==> src/rtl/cp0_ctrl.sv <==
// Coprocessor-0 control block: Count/Compare timer, Status/Cause/EPC/EBase
// registers, interrupt pending logic and exception entry/return sequencing.
module cp0_ctrl #(
    parameter int          NUM_HW_INT = 6,
    parameter int          COUNT_DIV  = 2,
    parameter logic [11:0] EXC_OFFSET = 12'h180
) (
    input  logic                  clk,
    input  logic                  rst,
    input  logic [4:0]            raddr,
    output logic [31:0]           rdata,
    input  logic                  we,
    input  logic [4:0]            waddr,
    input  logic [31:0]           wdata,
    input  logic [NUM_HW_INT-1:0] hw_int,
    input  logic                  exc_req,
    input  logic [4:0]            exc_code,
    input  logic [31:0]           exc_pc,
    input  logic                  exc_bd,
    input  logic                  eret,
    output logic                  int_pending,
    output logic [31:0]           exc_vector,
    output logic [31:0]           epc_out,
    output logic [31:0]           status,
    output logic [31:0]           cause,
    output logic [31:0]           epc,
    output logic [31:0]           ebase,
    output logic [31:0]           count,
    output logic [31:0]           compare
);

    localparam int            PW       = (COUNT_DIV > 1) ? $clog2(COUNT_DIV) : 1;
    localparam logic [PW-1:0] PRE_LAST = PW'(COUNT_DIV - 1);

    logic [PW-1:0]         presc;
    logic                  ti;
    logic                  bd;
    logic [4:0]            exc_code_q;
    logic [1:0]            ip_sw;
    logic [NUM_HW_INT-1:0] hw_q;
    logic [31:0]           status_q;
    logic [31:0]           epc_q;
    logic [31:0]           ebase_q;
    logic [31:0]           count_q;
    logic [31:0]           compare_q;

    logic [31:0] cause_val;
    logic [5:0]  hw_field;
    logic [31:0] count_inc;
    logic        tick;
    logic        take_we;
    logic        count_wr;
    logic        compare_wr;

    always_comb begin
        tick       = (presc == PRE_LAST);
        count_inc  = count_q + 32'd1;
        // exc_req > eret > we: a write only lands when neither event is present
        take_we    = we & ~exc_req & ~eret;
        count_wr   = take_we && (waddr == 5'd9);
        compare_wr = take_we && (waddr == 5'd11);
    end

    // TI is folded into IP7 so software sees the timer as interrupt line 7
    always_comb begin
        hw_field                 = '0;
        hw_field[NUM_HW_INT-1:0] = hw_q;
        cause_val                = '0;
        cause_val[31]            = bd;
        cause_val[30]            = ti;
        cause_val[15:10]         = hw_field | {ti, 5'b0};
        cause_val[9:8]           = ip_sw;
        cause_val[6:2]           = exc_code_q;
    end

    always_comb begin
        int_pending = status_q[0] & ~status_q[1] & (|(cause_val[15:8] & status_q[15:8]));
        exc_vector  = {ebase_q[31:12], EXC_OFFSET};
        epc_out     = epc_q;
        status      = status_q;
        cause       = cause_val;
        epc         = epc_q;
        ebase       = ebase_q;
        count       = count_q;
        compare     = compare_q;
    end

    always_comb begin
        rdata = '0;
        if (!rst) begin
            case (raddr)
                5'd9:    rdata = count_q;
                5'd11:   rdata = compare_q;
                5'd12:   rdata = status_q;
                5'd13:   rdata = cause_val;
                5'd14:   rdata = epc_q;
                5'd15:   rdata = ebase_q;
                default: rdata = '0;
            endcase
        end
    end

    always_ff @(posedge clk) begin
        if (rst) begin
            presc      <= '0;
            ti         <= 1'b0;
            bd         <= 1'b0;
            exc_code_q <= '0;
            ip_sw      <= '0;
            hw_q       <= '0;
            status_q   <= 32'h1000_0000;
            epc_q      <= '0;
            ebase_q    <= '0;
            count_q    <= '0;
            compare_q  <= '0;
        end else begin
            hw_q <= hw_int;

            // A Count write replaces any increment due this cycle
            if (count_wr) begin
                count_q <= wdata;
                presc   <= '0;
            end else if (tick) begin
                presc   <= '0;
                count_q <= count_inc;
                if (count_inc == compare_q)
                    ti <= 1'b1;
            end else begin
                presc <= presc + PW'(1);
            end

            if (compare_wr)
                ti <= 1'b0;

            if (exc_req) begin
                exc_code_q <= exc_code;
                if (!status_q[1]) begin
                    epc_q       <= exc_bd ? (exc_pc - 32'd4) : exc_pc;
                    bd          <= exc_bd;
                    status_q[1] <= 1'b1;
                end
            end else if (eret) begin
                status_q[1] <= 1'b0;
            end else if (we) begin
                case (waddr)
                    5'd11:   compare_q <= wdata;
                    5'd12:   status_q  <= wdata;
                    5'd13:   ip_sw     <= wdata[9:8];
                    5'd14:   epc_q     <= wdata;
                    5'd15:   ebase_q   <= wdata;
                    default: ;
                endcase
            end
        end
    end

endmodule

==> config.mk <==
export PLATFORM = sky130hd
export DESIGN_NAME = cp0_ctrl
export DESIGN_NICKNAME = d
export VERILOG_FILES = /design/src/rtl/cp0_ctrl.sv
export SDC_FILE = /design/constraint.sdc
export NUM_CORES = 1
export LEC_CHECK = 0
export BUFFER_PORTS_ARGS = -buffer_cell sky130_fd_sc_hd__buf_4
export CELL_PAD_IN_SITES_DETAIL_PLACEMENT = 1
export CELL_PAD_IN_SITES_GLOBAL_PLACEMENT = 2
export CORE_AREA = 2 2 214 174
export DETAILED_ROUTE_END_ITERATION = 10
export DIE_AREA = 0 0 216 176
export PLACE_DENSITY = 0.95
export SYNTH_ARGS = -nofsm -noshare
export SYNTH_HDL_FRONTEND = slang
export SYNTH_SLANG_ARGS = --single-unit
==> constraint.sdc <==
create_clock -name clk -period 5.8 [get_ports clk]
set_clock_uncertainty 0.15 [all_clocks]
set_input_delay 0.58 -clock clk [delete_from_list [all_inputs] [get_ports clk]]
set_output_delay 0.58 -clock clk [all_outputs]
set_load 0.005 [all_outputs]
==> results.md, run 1 <==
* Result of the run: completed
* Classification of the worst-slack hold path: in2reg
* Vias in the first global route at 11087
* Data required time at the worst endpoint at 5070 ps
* Final number of max-transition violations at 0
* Post-CTS Repair Setup Buffers at 0
* Synth-to-Final Area Change at 26.8%
* Resized cells post-CTS at 0
* Average instance area after synthesis at 7.86 µm²
* Maximum Capacitance Violations at 0
* Post-synth top flop: sky130_fd_sc_hd__dfxtp_1
* First-pass GRT wire length at 73700 µm
* Number of library cell types mapped by synthesis at 76
* Global-route track usage on met3 at 0.0575
* Startpoint kind of the worst setup timing path: primary input
* Synth Cell Area at 10700 µm²
* Wire length reported by the detailed router at 51100 µm
* Hold_buf cts at 0
* Main area contributors after synthesis: sky130_fd_sc_hd__dfxtp_1 (33%), sky130_fd_sc_hd__nand2_1 (8.1%), sky130_fd_sc_hd__a211oi_1 (6.9%), sky130_fd_sc_hd__buf_4 (6.5%), sky130_fd_sc_hd__a21oi_1 (6.1%)
* Number of antenna violations at the first check in global routing at 0
* Layout net count at 1652
* Launch instance of the worst register-to-register path: count[0]$_SDFFE_PP0P_
* Final Hold Violating Endpoints at 0
* Met2 layer usage reported by global route at 0.455
* Kind of critical path: in2out
* Cell repeated most along the worst path: sky130_fd_sc_hd__buf_4
* Dpl hpwl at 38200 µm
* Clock tree root driver cell: sky130_fd_sc_hd__clkbuf_16
* Total inserted antenna cells at 0
* Share of the synthesized area in the top cell type at 0.330
* Minimum period implied by the final worst setup slack at 3800 ps
* Highest clock frequency the design can meet at 263 MHz
* Yosys top cell by area: sky130_fd_sc_hd__dfxtp_1
* GRT Overall Usage at 0.262
* Final Core Density at 0.379
* Flip-flop and latch count after synthesis at 176
* Final setup violating endpoints at 0
* Post-detailed-route count of antenna-violating nets at 0
* Count of vias placed by the detailed router at 11440
* Number of synthesized flops with an enable pin at 0
* Area of the core at 35700 µm²
* CP Cell Sequence: buf_4 -> nor2b_1 -> and3b_2 -> buf_4 -> a222oi_1 -> a211oi_1 -> buf_4
* Worst skew pair latency at 460 ps
* I/O pin cnt at 380
* Met1 Track Usage GR at 0.322
* Async SR Flop Fraction at 0
* Clock sink count at 176
* Crit. Startpoint: raddr[4]
* RSZ-0062 raised after global routing: false
* Buffer levels on the longest clock path at 2
* Post-detailed-route DRC marker count at 0
* Worst-path maximum fanout at 47
* Warnings from Yosys at 0
* Worst Setup End Kind: primary output
* Chip Height at 176 µm
* Clock input transition at the sequential cells of the worst setup and hold paths at 70 ps
* Site Rows at 62
* Transition time of the tightest slew-check pin at 1020 ps
* Global-route layer with the greatest usage: met2
* Cell with the largest stage delay on the worst path: sky130_fd_sc_hd__and3b_2
* Crit path largest cell delay at 930 ps
* Layout cells sized above 1 at 0.276
* First-pass iteration count of the detailed router at 6
* Routed via count divided by cell count at 5.58
* Peak supply drop at 0.143 mV
* Worst Min Path Start: hw_int[0]
* Clock tree from TritonCTS: built
* Initial core utilization at 0.299
* LEAKAGE at 5.24 nW
* H-tree levels at 4
* Number of DRC markers in iteration 0 at 1070
* Number of fillers in the final layout at 4341
* Sequential share of the synthesized area at 0.330
* Sum of negative setup slack at 0 ps
* Final worst path period share at 0.655
* Number of cells produced by synthesis at 1357
* CTS Buf Count at 17
* Die Area at 38000 µm²
* RD Place Congestion at 0.949
* Maximum number of pins on one net before global-route repair at 77
* Signal arrival time at the worst endpoint at 3070 ps
* Grt total ovfl at 0
* Slew Limit Headroom at 0.319
* IO Port Bufs at 350
* Average routed wire per standard cell at 24.9 µm
* P per Cell Area at 212 nW/µm²
* Die boundary width at 216 µm
==> power by group <==
group	internal, mW	switching (mW)
sequential	1.23	0.0503
clock	0.700	0.555
combinational	0.146	0.187
==> per-layer routing <==
| layer | up-vias | part of all wire |
|---|---|---|
| met5 | - | 0 |
| met2 | 542 | 0.49 |
| met3 | 65 | 0.076 |
| li1 | 5132 | - |
| met1 | 5701 | 0.41 |
| met4 | 0 | 0.027 |
==> path summary, 6_finish.rpt <==
| check | to | slack (ps) | depth (start not counted) |
|---|---|---|---|
| worst min register to register | ebase[11]$_SDFFE_PP0P_ | 320 | 2 |
| worst max-delay path | rdata[7] | 2000 | 7 |
| worst max register to register | ti$_SDFFE_PP0P_ | 2350 | 8 |
| worst min-delay path | hw_field[0]$_SDFF_PP0_ | 190 | 2 |
==> synth_stat cells (all sizes together), types with 3 or more instances <==
library cell / instances
nand2: 231
nor4: 19
nand4: 27
mux2i: 13
xnor2: 60
o21ai: 8
or2: 5
a211oi: 98
nor2b: 11
nor2: 126
nor3: 17
a22o: 16
clkbuf: 111
xor2: 31
a221oi: 23
dfxtp: 176
or3: 10
nand3b: 7
a311oi: 4
buf: 99
a21oi: 130
and4: 5
nor3b: 6
or4: 6
nand3: 20
and3b: 3
a211o: 5
and3: 10
nor4b: 3
a31oi: 4
inv: 10
a222oi: 34
==> cell families after synthesis <==
| group | share of synthesized area |
|---|---|
| other | 0.000704 |
| AND/OR/NAND/NOR | 0.236 |
| AO/OA/AOI/OAI | 0.219 |
| adder cells (fa/ha/maj) | 0.00235 |
| flip-flops | 0.330 |
| XOR/XNOR | 0.0768 |
| buffers and inverters | 0.121 |
| multiplexers | 0.0133 |
==> registers in the layout (all words and copies together) (netlist names) <==
| name | cells |
|---|---|
| presc | 1 |
| ebase | 32 |
| count | 32 |
| hw_field | 6 |
| ip_sw | 2 |
| exc_code_q | 5 |
| compare | 32 |
| ti | 1 |
| epc | 32 |
| status | 32 |
| bd | 1 |
==> through the flow <==
step	hold slack (ps)	area, µm²	setup slack [ps]	cells	power (mW)
after floorplan	309	10800	2990	1384	1.47
after global placement	308	12900	2100	2020	1.64
after detailed placement	317	12900	2020	2020	1.64
after CTS	166	13500	2010	2052	2.89
after global routing	184	13500	1920	2052	2.96
final	186	13500	2000	2052	2.87
==> cells in the final DEF, fill, tap and decap left out, drive strengths merged, types with 7 or more instances in the layout <==
| cell type | instances |
|---|---|
| a211oi | 98 |
| or3 | 10 |
| nor2 | 126 |
| o21ai | 8 |
| nor2b | 11 |
| inv | 16 |
| nor3 | 17 |
| a222oi | 34 |
| nand4 | 27 |
| conb | 29 |
| a221oi | 23 |
| xor2 | 31 |
| mux2i | 13 |
| xnor2 | 60 |
| clkbuf | 19 |
| and3 | 10 |
| dfxtp | 176 |
| a21oi | 130 |
| nand3 | 20 |
| nor4 | 19 |
| nand2 | 231 |
| nand3b | 7 |
| buf | 366 |
| a22o | 16 |
==> final cells by class <==
class                   instances  area [µm²]  share of cell area
well taps                     480         601              0.0444
inverters                      10        37.5             0.00278
flip-flops and latches        176        3520               0.261
clock inverters                13         176              0.0130
clock buffers                  19         443              0.0328
repair buffers                366        2760               0.204
multi-input cells             988        5980               0.442
==> critical path, delay by kind of cell <==
kind	cells	cell delay, ps
buffers and inverters	3	680
AO/OA/AOI/OAI	2	610
AND/OR/NAND/NOR	2	1190
Power figures use the tool's default switching activity.
==> inputs of run 2 (changes only) <==
--- a/config.mk
+++ b/config.mk
@@ -8,10 +8,10 @@
 export BUFFER_PORTS_ARGS = -buffer_cell sky130_fd_sc_hd__buf_4
 export CELL_PAD_IN_SITES_DETAIL_PLACEMENT = 1
 export CELL_PAD_IN_SITES_GLOBAL_PLACEMENT = 2
-export CORE_AREA = 2 2 214 174
+export CORE_AREA = 2 2 222 180
 export DETAILED_ROUTE_END_ITERATION = 10
-export DIE_AREA = 0 0 216 176
-export PLACE_DENSITY = 0.95
+export DIE_AREA = 0 0 224 182
+export PLACE_DENSITY = 0.9
 export SYNTH_ARGS = -nofsm -noshare
 export SYNTH_HDL_FRONTEND = slang
 export SYNTH_SLANG_ARGS = --single-unit
==> constraint.sdc (replaced) <==
create_clock -name clk -period 3.9 [get_ports clk]
set_clock_uncertainty 0.15 [all_clocks]
set_input_delay 0.39 -clock clk [delete_from_list [all_inputs] [get_ports clk]]
set_output_delay 0.39 -clock clk [all_outputs]
set_load 0.005 [all_outputs]
==> run 2 against run 1 <==
Compared with the run above: register-to-register slack worse by 1700 ps; first-iteration DRC count down 6.0%; via count up 0.50%; sequential cell count unchanged; combinational power up 53%; setup slack worse by 1400 ps; sequential share of layout area down 0.37 points; die area up 7.2%; clock power up 52%; critical path depth up 1; utilization down 2.5 points; design area up 1.4%; critical path type is now reg2reg.
==> results.md, run 2 (same netlist as run 1, synthesis figures left out) <==
* Clock tree root driver cell: sky130_fd_sc_hd__clkbuf_16
* First-pass iteration count of the detailed router at 7
* Average routed wire per standard cell at 24.5 µm
* Site Rows at 65
* Vias in the first global route at 11220
* H-tree levels at 4
* Slew Limit Headroom at 0.300
* Worst-path maximum fanout at 9
* Final number of max-transition violations at 0
* First-pass GRT wire length at 74100 µm
* Post-CTS Repair Setup Buffers at 0
* Classification of the worst-slack hold path: in2reg
* Routed via count divided by cell count at 5.50
* Area of the core at 38800 µm²
* Chip Height at 182 µm
* Maximum Capacitance Violations at 0
* Sum of negative setup slack at 0 ps
* Result of the run: completed
* Hold slack at 21.8 ps
* Kind of critical path: reg2reg
* Final Hold Violating Endpoints at 0
* Most common cell after layout, fill and taps aside: sky130_fd_sc_hd__buf_4
* Dpl cell area at 13000 µm²
* Clock input transition at the sequential cells of the worst setup and hold paths at 70 ps
* Worst Setup End Kind: flop
* Buffer levels on the longest clock path at 2
* Grt total ovfl at 0
* Transition time of the tightest slew-check pin at 1050 ps
* Clock sink count at 176
* Post-layout power at 4.34 mW
* Die boundary width at 224 µm
* Highest clock frequency the design can meet at 304 MHz
* RD Place Congestion at 0.921
* Worst skew pair latency at 460 ps
* Startpoint kind of the worst setup timing path: flop
* Leading cell types in the layout, fill and taps excluded: sky130_fd_sc_hd__buf_4 (372), sky130_fd_sc_hd__nand2_1 (230), sky130_fd_sc_hd__dfxtp_1 (176)
* RSZ-0062 raised after global routing: false
* Post-detailed-route count of antenna-violating nets at 0
* CP Cell Sequence: ha_1 -> nand3_2 -> nor4_1 -> a21oi_1 -> or4b_1 -> nor4_4 -> nand4_1 -> o21ai_1
* Wire length reported by the detailed router at 51300 µm
* Die Area at 40800 µm²
* Initial core utilization at 0.275
* Cell area after layout at 13700 µm²
* Number of fillers in the final layout at 4645
* Signal arrival time at the worst endpoint at 3540 ps
* Post-detailed-route DRC marker count at 0
* Minimum period implied by the final worst setup slack at 3290 ps
* Number of DRC markers in iteration 0 at 1006
* Final worst path period share at 0.845
* Count of vias placed by the detailed router at 11497
* IO Port Bufs at 350
* Clock tree from TritonCTS: built
* Cell with the largest stage delay on the worst path: sky130_fd_sc_hd__nor4_1
* Layout net count at 1668
* Dpl hpwl at 38700 µm
* Data required time at the worst endpoint at 4140 ps
* Crit path largest cell delay at 770 ps
* GRT Overall Usage at 0.244
* CTS Buf Count at 17
* P per Cell Area at 316 nW/µm²
* Final setup violating endpoints at 0
* Number of antenna violations at the first check in global routing at 1
* Synth-to-Final Area Change at 28.6%
* LEAKAGE at 5.31 nW
* Layout cells sized above 1 at 0.278
* Maximum number of pins on one net before global-route repair at 90
* Peak supply drop at 0.186 mV
* I/O pin cnt at 380
run 2: what timing repair did:
| action | 4_1_cts | 5_1_grt |
|---|---|---|
| gates resized for setup | 0 | 0 |
| hold buffers | 7 | 1 |
| hold endpoints to repair | 10 | 1 |
run 2: cell type report:
type | instances | area, µm² | area share
well taps | 502 | 628 | 0.0458
repair buffers | 382 | 2900 | 0.212
inverters | 10 | 37.5 | 0.00274
flip-flops and latches | 176 | 3520 | 0.257
multi-input cells | 988 | 5980 | 0.436
clock inverters | 12 | 181 | 0.0132
clock buffers | 20 | 457 | 0.0333
diodes | 1 | 2.50 | 0.000182
run 2: layer usage:
metal,vias to the layer above,part of all wire,GRT usage
li1,5174,-,-
met1,5716,0.40,0.295
met2,533,0.49,0.424
met3,74,0.081,0.0592
met4,0,0.027,0.0811
met5,-,0,0
run 2: where the power goes:
group / switching [mW] / internal (mW)
Sequential: 0.0723 / 1.83
Clock: 0.812 / 1.11
Combinational: 0.283 / 0.225
Total: 1.17 / 3.17
run 2: worst max-delay path: cells and delay by family (launching register included):
family / cells / cell delay, ps
simple gates: 5 / 1870
compound gates: 2 / 310
fa+ha+maj: 1 / 320
flops: 1 / 570
run 2: path summary, 6_finish.rpt:
check                               from                         end  slack, ps  depth (start not counted)
setup / recovery   count[0]$_SDFFE_PP0P_             ti$_SDFFE_PP0P_        610                          8
setup reg to reg   count[0]$_SDFFE_PP0P_             ti$_SDFFE_PP0P_        610                          8
hold reg to reg   ebase[11]$_SDFFE_PP0P_      ebase[11]$_SDFFE_PP0P_        330                          2
hold / removal               exc_code[1]  exc_code_q[1]$_SDFFE_PP0P_         20                          3
run 2: per-stage QoR:
stage / instances / utilization / setup WS (ps)
after floorplan: 1384 / - / 1180
after global placement: 2050 / 0.335 / 938
after detailed placement: 2050 / 0.335 / 719
after CTS: 2089 / 0.353 / 697
after global routing: 2091 / 0.354 / 372
final: 2091 / 0.354 / 606
